### config.mk
export PLATFORM = sky130hd
export DESIGN_NAME = trig_ctrl
export DESIGN_NICKNAME = d
export VERILOG_FILES = /design/src/rtl/trig_ctrl.sv
export SDC_FILE = /design/constraint.sdc
export NUM_CORES = 1
export LEC_CHECK = 0
export CAP_MARGIN = 20
export CORE_ASPECT_RATIO = 1.75
export CORE_MARGIN = 4
export CORE_UTILIZATION = 35
export CTS_CLUSTER_DIAMETER = 150
export DETAILED_ROUTE_END_ITERATION = 10
export PLACE_DENSITY = 0.6
export SYNTH_ARGS = -nofsm -noshare
export SYNTH_HDL_FRONTEND = slang
export SYNTH_SLANG_ARGS = --single-unit
### constraint.sdc
create_clock -name clk -period 3.3 [get_ports clk]
set_clock_uncertainty 0.2 [all_clocks]
set_input_delay 0.66 -clock clk [delete_from_list [all_inputs] [get_ports clk]]
set_output_delay 0.66 -clock clk [all_outputs]
set_load 0.005 [all_outputs]
### src/rtl/trig_ctrl.sv
// Trigger qualification, sticky triggered flag and post-trigger sample counter.
// Optional build macro TRIG_DEBOUNCE_EN: the trigger condition must hold for DEB_CYC cycles.
module trig_ctrl #(
   parameter int NUM_CH  = 5,
   parameter int POS_W   = 9,
   parameter int DEB_CYC = 2
) (
   input  logic              clk,
   input  logic              rst_n,
   input  logic [NUM_CH-1:0] chTrig,
   input  logic              protTrig,
   input  logic              armed,
   input  logic              wrt_smpl,
   input  logic [POS_W-1:0]  trig_pos,
   input  logic              set_capture_done,
   output logic              triggered,
   output logic              capture_done,
   output logic [POS_W-1:0]  post_cnt,
   output logic [1:0]        trig_state
);

   // state | meaning
   // IDLE  | not armed, post_cnt cleared
   // WAIT  | armed, waiting for a qualified trigger condition
   // POST  | triggered, counting post-trigger sample writes
   // DONE  | capture complete, waiting for set_capture_done
   localparam logic [1:0] S_IDLE = 2'b00;
   localparam logic [1:0] S_WAIT = 2'b01;
   localparam logic [1:0] S_POST = 2'b10;
   localparam logic [1:0] S_DONE = 2'b11;

   localparam logic [POS_W-1:0] CNT_MAX = '1;

   logic             cond;
   logic             qual;
   logic             fire;
   logic [POS_W-1:0] cnt_inc;
   logic             post_done;
   logic [1:0]       state_nxt;
   logic             trig_nxt;
   logic [POS_W-1:0] cnt_nxt;

   assign cond    = (&chTrig) & protTrig;
   assign qual    = (trig_state == S_WAIT) & armed & cond;
   assign cnt_inc = (post_cnt == CNT_MAX) ? post_cnt : post_cnt + 1'b1;

`ifdef TRIG_DEBOUNCE_EN
   localparam logic [3:0] DEB_LAST = 4'(DEB_CYC - 1);

   logic [3:0] deb_cnt;

   assign fire = qual & (deb_cnt == DEB_LAST);

   always_ff @(posedge clk or negedge rst_n) begin
      if (!rst_n)
         deb_cnt <= '0;
      else if (qual && !fire)
         deb_cnt <= deb_cnt + 1'b1;
      else
         deb_cnt <= '0;
   end
`else
   // DEB_CYC only matters with debounce; this term is 1 for every legal value.
   assign fire = qual & (DEB_CYC > 0);
`endif

   assign post_done = (trig_state == S_POST) &
                      ((trig_pos == '0) | (wrt_smpl & (cnt_inc == trig_pos)));

   always_comb begin
      state_nxt = trig_state;
      trig_nxt  = triggered;
      cnt_nxt   = post_cnt;
      case (trig_state)
         S_IDLE: begin
            cnt_nxt = '0;
            if (armed)
               state_nxt = S_WAIT;
         end
         S_WAIT: begin
            if (!armed) begin
               state_nxt = S_IDLE;
            end else if (fire) begin
               state_nxt = S_POST;
               trig_nxt  = 1'b1;
               cnt_nxt   = '0;
            end
         end
         S_POST: begin
            if (trig_pos == '0) begin
               state_nxt = S_DONE;
            end else if (wrt_smpl) begin
               cnt_nxt = cnt_inc;
               if (cnt_inc == trig_pos)
                  state_nxt = S_DONE;
            end
         end
         default: begin
         end
      endcase
      // Acknowledge wins over a simultaneous trigger or completion.
      if (set_capture_done) begin
         state_nxt = S_IDLE;
         trig_nxt  = 1'b0;
         cnt_nxt   = '0;
      end
   end

   always_ff @(posedge clk or negedge rst_n) begin
      if (!rst_n) begin
         trig_state   <= S_IDLE;
         triggered    <= 1'b0;
         capture_done <= 1'b0;
         post_cnt     <= '0;
      end else begin
         trig_state   <= state_nxt;
         triggered    <= trig_nxt;
         capture_done <= post_done;
         post_cnt     <= cnt_nxt;
      end
   end

endmodule

Word level (Yosys, flattened, before mapping):

Index checks and enable logic that the tools add are counted.

* bits in registers: 13
* input bits: 20
* output and inout port bits: 13
* word-level logic and storage cells: 52

* add/sub/neg operators: 1
* eq/ne operators: 12
* multiplexer cells: 19
* bitwise operators: 6
* reductions and logical operators: 10

Operators with widths (count)
* 9-bit two-way mux: 6
* 9-bit one-hot mux with 3 select lines: 1
* 3-bit != test (second input constant): 5
* 5-bit AND reduction: 3
* 2-bit two-way mux: 7
* 9-bit by 1-bit adder with 9-bit output (second input constant): 1
* 9-bit == test: 1
* 9-bit == test (second input constant): 1
* 9-bit zero test: 1
* 2-bit one-hot mux with 3 select lines: 1
* 2-bit nonzero test: 3
* 1-bit bitwise AND: 5
* 1-bit two-way mux: 4
* 4-bit by 2-bit != test with 1-bit output (second input constant): 1
* 4-bit by 3-bit != test with 1-bit output (second input constant): 1
* 4-bit != test (second input constant): 1
* 4-bit nonzero test: 1
* 3-bit AND reduction: 1
* 2-bit by 1-bit == test with 1-bit output (second input constant): 1
* 2-bit == test (second input constant): 1
* 2-bit zero test: 1
* 1-bit bitwise OR: 1

Logic depth before layout (Yosys ltp):

* word-level depth: 8
* depth in mapped cells: 8
* depth with buffers taken out: 7

Worst setup path after synthesis:

OpenSTA, ideal clock, no wires.

* path kind: register -> register
* start: reg post_cnt[0]
* end: reg trig_state[0]
* library setup time: 126 ps
* data arrival time: 2331 ps
* data required time: 2974 ps
* setup slack: 643 ps
* cell stages (with the launch flop): 8
* path buffers: 0
* cell sequence: dfrtp_1 -> ha_1 -> nand4_2 -> or4_4 -> o211ai_2 -> nand4b_4 -> or3_1 -> a311o_1

* cells in the longest elaborated chain, start to end: 5

RTL lines
* start, declared: line 18 `output logic [POS_W-1:0] post_cnt,`
* start signal, assigned: line 119 `post_cnt <= cnt_nxt;`
* 9-bit by 1-bit adder with 9-bit output or 9-bit == test (tied branches): line 45 `assign cnt_inc = (post_cnt == CNT_MAX) ? post_cnt : post_cnt + 1'b1;`
* 9-bit two-way mux *: line 45
* 9-bit == test *: line 94 `if (cnt_inc == trig_pos)`
* 4-bit by 2-bit != test with 1-bit output (no line) *
* 5-bit AND reduction (no line) *
* end signal, assigned: line 116 `trig_state <= state_nxt;`
* end, declared: line 19 `output logic [1:0] trig_state`

Every way passes the cells marked *; elsewhere a longest branch is shown, timed or not.
A chain may end at the register's enable or synchronous reset.

Worst setup path after layout:

Same ends and word-level chain as after synthesis.

==> impl_results.md <==
* Min-Delay Path Depth at 2
* Yosys top cell by area: dfrtp_1
* Worst path max stage delay at 0.57 ns
* CTS max path bufs at 2
* First-pass GRT wire length at ~6.1 mm
* Peak Freq at 343 MHz
* Async S/R FF share, synth at 100%
* CTS tree: yes
* Slew HR at approximately 57%
* Post-cts resize count at 0
* CP max stage cell: or4_4
* Cells after Synth at between 150 and 200
* Final cycle utilization of the critical path at ~88%
* Yosys top cell area share at about a quarter
* Final Setup Violations at 0
* Min-delay worst type: flop to flop
* RSZ-0062 raised after global routing: no
* DR iter-0 viols at 55
* H-tree levels at 1
* Dominant synthesized flop cell: dfrtp_1
* Vias in the first global route at around 1400
* Routed wire length at 3.94 mm
* WP data required at approximately 3.2 ns
* Multiplexer share of the synthesized area at around 3.9%
* YS warnings at 0
* Area share of fa/ha/maj cells after synthesis at under 10%
* Sequential fraction of the synthesis area at 25.2%
* VDD IR max at between 200 and 300 uV
* Initial core utilization at 37.2%
* Storage element area at between 300 and 400 um^2
* Num CTS Buffers at 3
* Wirelength per Cell at around 17 um
* Seq cells post-synth at 13
* Routed vias at roughly 1400
* Syn avg cell area at slightly above 8 um^2
* Fin crit period at approximately 2.9 ns
* Pwr/cell area at between 300 and 400 mW/mm^2
* Syn nets at about 180
* Area of the multi-input gates at slightly below 900 um^2
* Slew of the pin with the lowest slew margin at approximately 0.64 ns
* Kind of critical path: flop to flop
* CP Launch Type: flop
* CTS root buf: clkbuf_8
* Layout net count at around 210
* RePlAce Congestion at 0.893
* Most common cell in the netlist: dfrtp_1
* Crit path arrival time at between 2 and 3 ns
* Share of post-route cells with drive strength above 1 at 8.99%
* Worst reg-to-reg path cell count at 7
* Inst Count DP at 230
* Std-Cell Rows at 28
* Vias per cell at a little under 6
* Final routed DRC violation total at 0
* Outcome: finished, final reports clean
* Total GRT Usage at 17.5%
* Lkg Pwr at 0.665 nW
* Synth area leaders: dfrtp_1, a21oi_1, ha_1
* Initial antenna violation count at 0
* Max-slew violations at 0
* Pre-antenna DRT Iters at 4
* Fin cells at roughly 230
* Total gr overflow at 0
* Clk Latency, worst-skew pair at ~0.25 ns
* Total core area at 0.00347 mm^2
* Diode count at 0
* Detail Placement HPWL at just over 3 mm
* Post-CTS setup buffer count at 0
* Number of synthesized flops with an enable pin at 0
* Simple-Gate Fraction of Synth Area at 29.8%
* Hold Violations, Final at 0
* Die Y at ~88 um
* Unique masters post-synth at just over 50
* Ordered cell list for the critical path: ha_1 > nand4_2 > or4_4 > o211ai_2 > nand4b_4 > or3_1 > a311o_1
* CTS Sinks at 13
* DIE AREA at between 0.004 and 0.005 mm^2
* List of most frequent post-synthesis cells: dfrtp_1, a21oi_1, inv_1, nor2_1, nand2_1
* Hold Buf Count CTS at 0
* Setup TNS at 0 ns
* Post-Synth XOR/XNOR Area at approximately 5.9%
* FILL cells at approximately 340
* Port Buffers at 32
* Antenna Nets Post-Route at 0
* Worst Setup End Kind: flop
* Largest family of logic cells by synthesized area: simple AND/OR/NAND/NOR gates
* Synthesized cell area at 0.00129 mm^2
* Reg clk slew, reported paths at 0.07 ns
* CP max FO at 7
* Io pins at 33
* Chip width at 53.9 um
* Max Cap Viol at 0
* Compound-Gate Fraction of Synth Area at between 20% and 30%
* Largest net degree at the start of global routing at 15
* Area grow syn2layout at 31.2%
[worst max-delay path, delay by kind of cell (launching register included)]
family | cells | cell delay [ns]
simple gates | 4 | 1.33
flops | 1 | 0.48
compound gates | 2 | 0.43
fa+ha+maj | 1 | 0.35
[worst paths after layout]
kind / startpoint / endpoint / slack (ns)
max reg2reg: post_cnt[0] / trig_state[0] / 0.39
min: triggered / triggered / 0.37
max: post_cnt[0] / trig_state[0] / 0.39
min reg2reg: triggered / triggered / 0.37
min in group asynchronous: rst_n / post_cnt[7] / 0.61
max in group asynchronous: rst_n / triggered / 1.88
[per-layer routing]
layer / vias to the layer above / global-route usage, % / part of all wire, % / wire, um
met5: - / 0 / 0 / 0
met4: 0 / 11.9 / 4.1 / 163
met3: 16 / 2.02 / 4.4 / 174
met2: 55 / 31.3 / 54 / 2120
met1: 636 / 18.0 / 38 / 1490
li1: 662 / - / - / -
[logic make-up after synthesis]
kind of cell / Yosys count
XOR/XNOR: 7
AND/OR/NAND/NOR: 64
AO/OA/AOI/OAI: 46
multiplexers: 5
adder cells (fa/ha/maj): 4
buffers and inverters: 19
flip-flops: 13
[cell usage in the layout, fill, tap and decap left out, types with 3 or more instances in the layout]
cell	netlist	layout
ha_1	4	4
buf_4	1	3
clkbuf_8	0	3
nor4_1	6	6
dfrtp_1	13	13
nor2_1	11	11
xor2_1	3	3
nand3_1	6	6
o21ai_0	6	6
inv_1	11	11
a31oi_1	5	5
o311ai_0	3	3
a21oi_1	12	12
mux2i_1	5	5
clkdlybuf4s50_1	0	32
or3_1	4	4
nand4_1	4	4
and3_1	4	4
xnor2_1	3	3
nand2_1	8	8
nor3_1	3	3
[flip-flops by register name, summed over array words and instances (netlist names)]
register      count
capture_done      1
post_cnt          9
trig_state        2
triggered         1
[area by class of cell]
cell class	instances	share of cell area [%]
multi-input combinational	126	52.0
timing repair buffer	35	20.3
sequential	13	19.2
tap	45	3.33
clock buffer	4	2.66
inverter	11	2.44
[power by group]
group / total (mW) / internal [mW] / switching, mW
Clock: 0.154 / 0.0856 / 0.0683
Sequential: 0.181 / 0.168 / 0.0137
Combinational: 0.220 / 0.105 / 0.114
[per-stage QoR]
stage                     worst slack, ns  utilization, %  cell area (um^2)  power, mW  hold slack, ns
final                               0.388            48.7              1690      0.555           0.366
after global routing                0.270            48.7              1690      0.583           0.401
after CTS                           0.395            48.7              1690      0.555           0.375
after detailed placement            0.294            47.4              1650      0.403           0.354
after global placement              0.360            47.4              1650      0.394           0.365
after floorplan                     0.643               -              1290      0.308           0.164
No activity file was read; power rests on OpenSTA's default activity.
